`config.mk`:
```
export PLATFORM = sky130hd
export DESIGN_NAME = vga_draw_arbiter
export DESIGN_NICKNAME = d
export VERILOG_FILES = /design/src/rtl/vga_draw_arbiter.sv
export SDC_FILE = /design/constraint.sdc
export NUM_CORES = 1
export LEC_CHECK = 0
export CORE_MARGIN = 2
export CORE_UTILIZATION = 45
export CTS_CLUSTER_DIAMETER = 100
export DETAILED_ROUTE_END_ITERATION = 10
export MAX_ROUTING_LAYER = met4
export PLACE_DENSITY_LB_ADDON = 0.2
export SYNTH_ARGS = -nofsm -noshare
export SYNTH_HDL_FRONTEND = slang
export SYNTH_SLANG_ARGS = --single-unit
```
`constraint.sdc`:
```
create_clock -name clk -period 4.9 [get_ports clk]
set_input_delay 1.47 -clock clk [delete_from_list [all_inputs] [get_ports clk]]
set_output_delay 1.47 -clock clk [all_outputs]
set_load 0.05 [all_outputs]
```
`src/rtl/vga_draw_arbiter.sv`:
```
// Shares the single VGA adapter write port between NUM_REQ box-moving requesters.
// Each granted move erases the box at its last drawn position, draws it at the new one, then pulses done.
//
// state | meaning
// IDLE  | waiting for a request; round-robin pick on the next edge
// ERASE | scanning the old box with BG_COLOUR
// DRAW  | scanning the new box with the latched colour
// DONE  | one-cycle done pulse on the granted index
module vga_draw_arbiter #(
  parameter int         NUM_REQ   = 2,
  parameter int         BOX_W     = 8,
  parameter int         BOX_H     = 8,
  parameter logic [2:0] BG_COLOUR = 3'b000
) (
  input  logic                   clk,
  input  logic                   resetn,
  input  logic [NUM_REQ-1:0]     req,
  input  logic [8*NUM_REQ-1:0]   req_x,
  input  logic [7*NUM_REQ-1:0]   req_y,
  input  logic [3*NUM_REQ-1:0]   req_colour,
  output logic [NUM_REQ-1:0]     grant,
  output logic [NUM_REQ-1:0]     done,
  output logic                   busy,
  output logic [7:0]             vga_x,
  output logic [6:0]             vga_y,
  output logic [2:0]             vga_colour,
  output logic                   vga_plot
);

  localparam int IW = (NUM_REQ > 1) ? $clog2(NUM_REQ) : 1;

  localparam logic [1:0] IDLE  = 2'd0;
  localparam logic [1:0] ERASE = 2'd1;
  localparam logic [1:0] DRAW  = 2'd2;
  localparam logic [1:0] DONE  = 2'd3;

  localparam logic [3:0]    CX_LAST = 4'(BOX_W - 1);
  localparam logic [3:0]    CY_LAST = 4'(BOX_H - 1);
  localparam logic [IW-1:0] IDX_LAST = IW'(NUM_REQ - 1);

  logic [1:0]    state;
  logic [IW-1:0] rr;
  logic [IW-1:0] sel;
  logic [IW-1:0] pick;
  logic          found;
  int            idx;
  logic [3:0]    cx;
  logic [3:0]    cy;

  logic [7:0]    new_x;
  logic [6:0]    new_y;
  logic [2:0]    new_colour;

  logic [7:0]    old_x [NUM_REQ];
  logic [6:0]    old_y [NUM_REQ];
  logic [NUM_REQ-1:0] valid;

  logic [7:0]    in_x      [NUM_REQ];
  logic [6:0]    in_y      [NUM_REQ];
  logic [2:0]    in_colour [NUM_REQ];

  logic          scanning;
  logic [7:0]    base_x;
  logic [6:0]    base_y;
  logic [8:0]    sum_x;
  logic [7:0]    sum_y;

  for (genvar g = 0; g < NUM_REQ; g++) begin : g_unpack
    assign in_x[g]      = req_x[8*g +: 8];
    assign in_y[g]      = req_y[7*g +: 7];
    assign in_colour[g] = req_colour[3*g +: 3];
  end

  // First set request at or above rr, wrapping around.
  always_comb begin
    found = 1'b0;
    pick  = '0;
    idx   = 0;
    for (int k = 0; k < NUM_REQ; k++) begin
      idx = int'(rr) + k;
      if (idx >= NUM_REQ) idx = idx - NUM_REQ;
      if (!found && req[IW'(idx)]) begin
        found = 1'b1;
        pick  = IW'(idx);
      end
    end
  end

  assign scanning = (state == ERASE) || (state == DRAW);
  assign base_x   = (state == ERASE) ? old_x[sel] : new_x;
  assign base_y   = (state == ERASE) ? old_y[sel] : new_y;
  assign sum_x    = {1'b0, base_x} + {5'd0, cx};
  assign sum_y    = {1'b0, base_y} + {4'd0, cy};

  // Off-screen pixels still take their cycle; only the write enable is suppressed.
  assign vga_plot   = scanning && (sum_x < 9'd160) && (sum_y < 8'd120);
  assign vga_x      = scanning ? sum_x[7:0] : 8'd0;
  assign vga_y      = scanning ? sum_y[6:0] : 7'd0;
  assign vga_colour = (state == ERASE) ? BG_COLOUR :
                      (state == DRAW)  ? new_colour : 3'd0;

  assign done = (state == DONE) ? grant : '0;
  assign busy = (state != IDLE);

  always_ff @(posedge clk) begin
    if (!resetn) begin
      state      <= IDLE;
      rr         <= '0;
      sel        <= '0;
      grant      <= '0;
      valid      <= '0;
      cx         <= '0;
      cy         <= '0;
      new_x      <= '0;
      new_y      <= '0;
      new_colour <= '0;
      for (int i = 0; i < NUM_REQ; i++) begin
        old_x[i] <= '0;
        old_y[i] <= '0;
      end
    end else begin
      case (state)
        IDLE: begin
          if (found) begin
            sel        <= pick;
            grant      <= NUM_REQ'(1) << pick;
            new_x      <= in_x[pick];
            new_y      <= in_y[pick];
            new_colour <= in_colour[pick];
            cx         <= '0;
            cy         <= '0;
            state      <= valid[pick] ? ERASE : DRAW;
          end
        end
        ERASE, DRAW: begin
          if (cx == CX_LAST) begin
            cx <= '0;
            if (cy == CY_LAST) begin
              cy <= '0;
              if (state == ERASE) begin
                state <= DRAW;
              end else begin
                old_x[sel] <= new_x;
                old_y[sel] <= new_y;
                valid[sel] <= 1'b1;
                state      <= DONE;
              end
            end else begin
              cy <= cy + 4'd1;
            end
          end else begin
            cx <= cx + 4'd1;
          end
        end
        DONE: begin
          grant <= '0;
          rr    <= (sel == IDX_LAST) ? '0 : sel + 1'b1;
          state <= IDLE;
        end
        default: state <= IDLE;
      endcase
    end
  end

endmodule

```
==> results.txt, run 1 <==
status = finished clean
Synth cell types = 51
CTS tree = yes
first-pass GRT wire length = 12.1 mm
Setup CP Type = flop to output pin
commonest non-fill, non-tap cells in the layout = 48 x clkdlybuf4s50_1, 47 x nor2_1, 35 x dfxtp_1
largest net degree at the start of global routing = 40
Die Wd = 94.4 um
Primary FF master, synth = dfxtp_1
minimum clock period = 4.69 ns
EDFF count, synth = 30
clock sinks = 65
CP cell instances = inv_1 > ha_2 > buf_4 > buf_4 > a21oi_1 > ha_1 > o21a_1 > a21oi_1 > nor2_1 > a2bb2oi_1 > a211oi_4 > buf_12
initial antenna violation count = 0
Req. time, crit path = 3.43 ns
FP Rows = 32
Core ar. = 7810 sq um
fin. max-slew vios = 0
Fmax achieved = 213 MHz
WP buf/inv = 4
Ports = 64
I/O Buffers = 62
Tcrit/Tclk final = 95.7%
initial core utilization = 47.1%
delay of the slowest critical-path stage = 0.36 ns
share of layout cells above drive strength 1 = 12.7%
via count = 2785
mean post-synth cell area = 10.1 sq um
total chip power = 2.06 mW
Total Routing Usage GR = 18.2%
CTS H-tree depth = 3
Cells after Synth = 363
area grow syn2layout = 26.2%
global route overflow = 0
cts hold-fix bufs = 0
Worst-Margin Slew = 1.13 ns
Leak = 1.79 nW
Final Skew = 0.0114 ns
cts bufs inserted = 9
Placed Cells = 512
drc violations = 0
DRT Pass-1 Iters = 5
Total Wirelength = 7.40 mm
post-synthesis sequential element count = 65
number of global-route vias before repair = 2702
Critical Path Fanout Max = 14
RePlAce Congestion = 0.760
commonest non-fill, non-tap cell in the layout = clkdlybuf4s50_1
drt wl/cell = 14.0 um
hold crit path type = flop to flop
Post-Layout Cell Count = 528
setup_tns = 0 ns
vias per cell = 5.27
Syn Nets = 420
Critical Path Start Type = flop
die height = 94.4 um
Clock Tree Root = clkbuf_8
Async S/R FF share, synth = 0%
First DRT Iteration DRCs = 166
VDD IR max = 0.000190 V
R2R Setup Slk = 1.74 ns
CP Capture Type = output pin
Slew HR = 24.4%
antenna diode count = 0
Final setup viols = 0
detailed placer's ending HPWL = 5.54 mm
Final Hold Fails = 0
register area share after synthesis = 43.6%
delay-heaviest family, CP = compound AO/OA/AOI/OAI gates
Slowest-stage cell, CP = a21oi_1
Worst Path Arrival = 3.22 ns
post-CTS setup buffers = 0
Nets = 478
RSZ-0062 raised after global routing = false
clock transition at the registers of the reported paths = 0.08 ns
Max-Cap Viols = 0
Pwr Density = 444 nW/um^2
die area = 8910 sq um
CTS Buffer Depth = 2
Synth Warn # = 0
Post-Syn Area = 3680 sq um
Antenna Nets Post-Route = 0
Clock Latency Late Sink = 0.33 ns
flip-flops by register name, indices dropped and copies added (netlist names), named ones only:
signal and count:
cx 4, cy 4, grant 2, new_colour 3
new_x 8, new_y 7, old_x 16, old_y 14
rr 1, sel 1, state 2, valid 2
routing by layer:
metal,vias to the layer above,GRT usage [%],wire length [um]
li1,1423,-,-
met1,1264,22.5,3470
met2,89,29.3,3410
met3,9,2.71,410
met4,0,8.70,107
met5,-,-,0
cell families after synthesis:
kind of cell	Yosys count	synth area share, %
simple gates	127	18.2
compound gates	75	13.9
flops	65	43.6
mux	42	12.6
buf+inv	28	3.47
fa+ha+maj	17	6.19
xor+xnor	9	2.14
where the power goes:
part	switching, mW	internal [mW]
combinational	0.579	0.386
clock	0.204	0.197
sequential	0.0650	0.629
total	0.848	1.21
cells in the mapped netlist (2+ instances only):
master	count	area share [%]
edfxtp_1	30	25
a2bb2oi_1	2	0.48
o21ai_0	5	0.68
nor2b_1	2	0.34
or2_2	2	0.34
and3_1	16	2.7
buf_2	3	0.41
a21o_1	6	1.2
a211oi_1	22	4.5
o21a_1	3	0.61
mux2_2	2	0.61
nand3_1	4	0.54
clkbuf_1	14	1.4
and2_1	27	4.6
nand2_1	11	1.1
fa_1	2	1.1
mux2i_1	31	8.4
a22oi_1	3	0.61
nand2b_1	5	0.85
a211o_1	3	0.71
nor3_1	5	0.68
mux2i_2	4	1.5
dfxtp_1	35	19
ha_1	15	5.1
inv_1	7	0.71
mux2_1	2	0.61
xnor2_1	8	1.9
nor2_1	47	4.8
buf_6	2	0.61
a21oi_1	23	3.1
mux2_4	2	0.82
layout make-up:
cell class / instances / area (sq um)
Multi-Input combinational cell: 270 / 1960
Sequential cell: 65 / 1600
Tap cell: 102 / 128
Clock inverter: 6 / 42.5
Fill cell: 669 / 3170
Clock buffer: 10 / 138
Timing Repair Buffer: 68 / 743
Inverter: 7 / 26.3
final timing paths:
path | startpoint | endpoint | cells after the start
max | state[1] | vga_plot | 12
max reg2reg | state[0] | old_x[0][0] | 7
min | valid[0] | valid[0] | 1
min reg2reg | valid[0] | valid[0] | 1
what timing repair did:
action / CTS / global route
endpoints found under the setup margin: 0 / 2
endpoints found under the hold margin: 0 / 0
resized for setup: 0 / 1
through the flow:
step	setup slack, ns	hold slack (ns)	instance area, sq um	util, %
finish	0.209	0.463	4640	59.4
global route	0.0163	0.481	4640	59.4
CTS	0.105	0.464	4640	59.4
detailed placement	0.495	0.446	4460	57.1
global placement	0.518	0.436	4460	57.1
floorplan	0.0800	0.420	3690	-
(Power assumes the default switching activity.)
==> run 2: changes to the inputs <==
--- a/config.mk
+++ b/config.mk
@@ -5,7 +5,7 @@
 export SDC_FILE = /design/constraint.sdc
 export NUM_CORES = 1
 export LEC_CHECK = 0
-export CORE_MARGIN = 2
+export CORE_MARGIN = 3
 export CORE_UTILIZATION = 45
 export CTS_CLUSTER_DIAMETER = 100
 export DETAILED_ROUTE_END_ITERATION = 10
==> results.txt, run 2 (synthesis gave the netlist of run 1 again) <==
status = finished clean
Worst Path Arrival = 3.23 ns (about the same)
WP buf/inv = 2 (-2)
Hold Startpoint = valid[0]
Reg with most FFs = old_x
die area = 9290 sq um (+4.3%)
Total Wirelength = 7.81 mm (+5.7%)
final core utilization = 60.2% (+0.73 points)
FP Rows = 32 (unchanged)
R2R Setup Slk = 1.76 ns (+0.02 ns)
Pwr Density = 470 nW/um^2 (+5.9%)
Req. time, crit path = 3.43 ns (about the same)
clock sinks = 65 (unchanged)
Setup CP Type = flop to output pin
Leak = 1.84 nW (+2.8%)
drc violations = 0 (unchanged)
Ports = 64 (unchanged)
CTS H-tree depth = 3 (unchanged)
commonest non-fill, non-tap cells in the layout = 48 x clkdlybuf4s50_1, 47 x nor2_1, 35 x dfxtp_1
Total Routing Usage GR = 18.1% (-0.072 points)
largest net degree at the start of global routing = 40 (unchanged)
drt wl/cell = 14.7 um (+5.3%)
max reg flops = 16 (unchanged)
Critical Path Sink = vga_plot
cts bufs inserted = 9 (unchanged)
RePlAce Congestion = 0.773 (+1.8%)
commonest non-fill, non-tap cell in the layout = clkdlybuf4s50_1
Final setup viols = 0 (unchanged)
Core ar. = 7850 sq um (+0.51%)
initial antenna violation count = 0 (unchanged)
Worst-Margin Slew = 0.752 ns (-0.380 ns)
Reg2Reg Depth = 7 (unchanged)
setup ws final = 0.203 ns (-0.00592 ns)
initial core utilization = 46.8% (-0.24 points)
I/O Buffers = 62 (unchanged)
CTS tree = yes
CTS Buffer Depth = 2 (unchanged)
die height = 96.4 um (+2.1%)
global route overflow = 0 (unchanged)
DRT Pass-1 Iters = 4 (-1)
setup_tns = 0 ns (unchanged)
CP cell instances = inv_1 > ha_2 > nor2_1 > a21oi_1 > ha_1 > fa_1 > a21o_1 > a21oi_1 > or3_1 > o311ai_1 > a211oi_4 > buf_12
detailed placer's ending HPWL = 5.80 mm (+4.7%)
CP Capture Type = output pin
vias per cell = 5.27 (-0.13%)
Clock Latency Late Sink = 0.33 ns (about the same)
Antenna Nets Post-Route = 0 (unchanged)
Slowest-stage cell, CP = or3_1
Final Hold Fails = 0 (unchanged)
Max-Cap Viols = 0 (unchanged)
Stages on worst setup path = 12 (unchanged)
Final Skew = 0.00697 ns (-0.00441 ns)
Hold Slack = 0.451 ns (-0.0119 ns)
largest registers = old_x: 16 flops, old_y: 14 flops, new_x: 8 flops
First DRT Iteration DRCs = 210 (+27%)
Tcrit/Tclk final = 95.9% (+0.12 points)
Critical Path Start Type = flop
VDD IR max = 0.000219 V (+15%)
hold crit path type = flop to flop
minimum clock period = 4.70 ns (+0.00592 ns)
cts hold-fix bufs = 0 (unchanged)
pre-CTS setup slack = 0.417 ns (-0.0787 ns)
delay of the slowest critical-path stage = 0.44 ns (+0.08 ns)
total chip power = 2.22 mW (+7.8%)
via count = 2792 (+0.25%)
Die Wd = 96.4 um (+2.1%)
Critical Path Fanout Max = 12 (-2)
share of layout cells above drive strength 1 = 13.1% (+0.41 points)
Clock Tree Root = clkbuf_8
number of global-route vias before repair = 2729 (+1.0%)
RSZ-0062 raised after global routing = false
post-CTS setup buffers = 0 (unchanged)
delay-heaviest family, CP = compound AO/OA/AOI/OAI gates
Critical path origin = state[1]
Fmax achieved = 213 MHz (-0.13%)
Slew HR = 49.9% (+25 points)
reg2reg start = state[0]
fin. max-slew vios = 0 (unchanged)
antenna diode count = 0 (unchanged)
first-pass GRT wire length = 12.5 mm (+3.1%)
Most common cell on crit path = a21oi_1
clock transition at the registers of the reported paths = 0.07 ns (about the same)
Nets = 480 (+0.42%)
area grow syn2layout = 28.5%
R2R Path End = old_y[0][0]
==> run 2: area by class of cell <==
cell class	count	area, sq um
Timing Repair Buffer	70	758
Fill cell	682	3130
Clock buffer	11	141
Multi-Input combinational cell	270	1970
Tap cell	102	128
Inverter	7	26.3
Sequential cell	65	1600
Clock inverter	5	101
==> run 2: per-layer routing <==
layer | track usage (%) | part of all wire, % | up-vias
met5 | - | 0 | -
met4 | 7.01 | 0.72 | 0
met3 | 3.41 | 5.1 | 6
met2 | 29.0 | 48 | 81
met1 | 22.7 | 46 | 1277
li1 | - | - | 1428
==> run 2: through the flow <==
step / cells / instance area, sq um
floorplan: 363 / 3690
global placement: 514 / 4470
detailed placement: 514 / 4470
CTS: 530 / 4720
global route: 530 / 4720
finish: 530 / 4720
==> run 2: repair_timing <==
action | CTS | global route
setup endpoints to repair | 0 | 4
endpoints found under the hold margin | 0 | 0
resized for setup | 0 | 2
==> run 2: worst min-delay path by stage <==
stage,to,cells past startpoint
4_1_cts,valid[0],1
5_1_grt,valid[0],1
2_1_floorplan,valid[0],1
6_report,valid[0],1
3_3_place_gp,valid[0],1
3_5_place_dp,valid[0],1
==> run 2: report_power, final <==
group          internal, mW  switching (mW)
clock                 0.352           0.196
combinational         0.387           0.596
sequential            0.630          0.0603
total                  1.37           0.852
==> run 3: changes to the inputs <==
--- a/config.mk
+++ b/config.mk
@@ -14,3 +14,4 @@
 export SYNTH_ARGS = -nofsm -noshare
 export SYNTH_HDL_FRONTEND = slang
 export SYNTH_SLANG_ARGS = --single-unit
+export TNS_END_PERCENT = 100
==> results of run 3 <==
The final DEF is identical to that of run 2; final timing and power are the same.
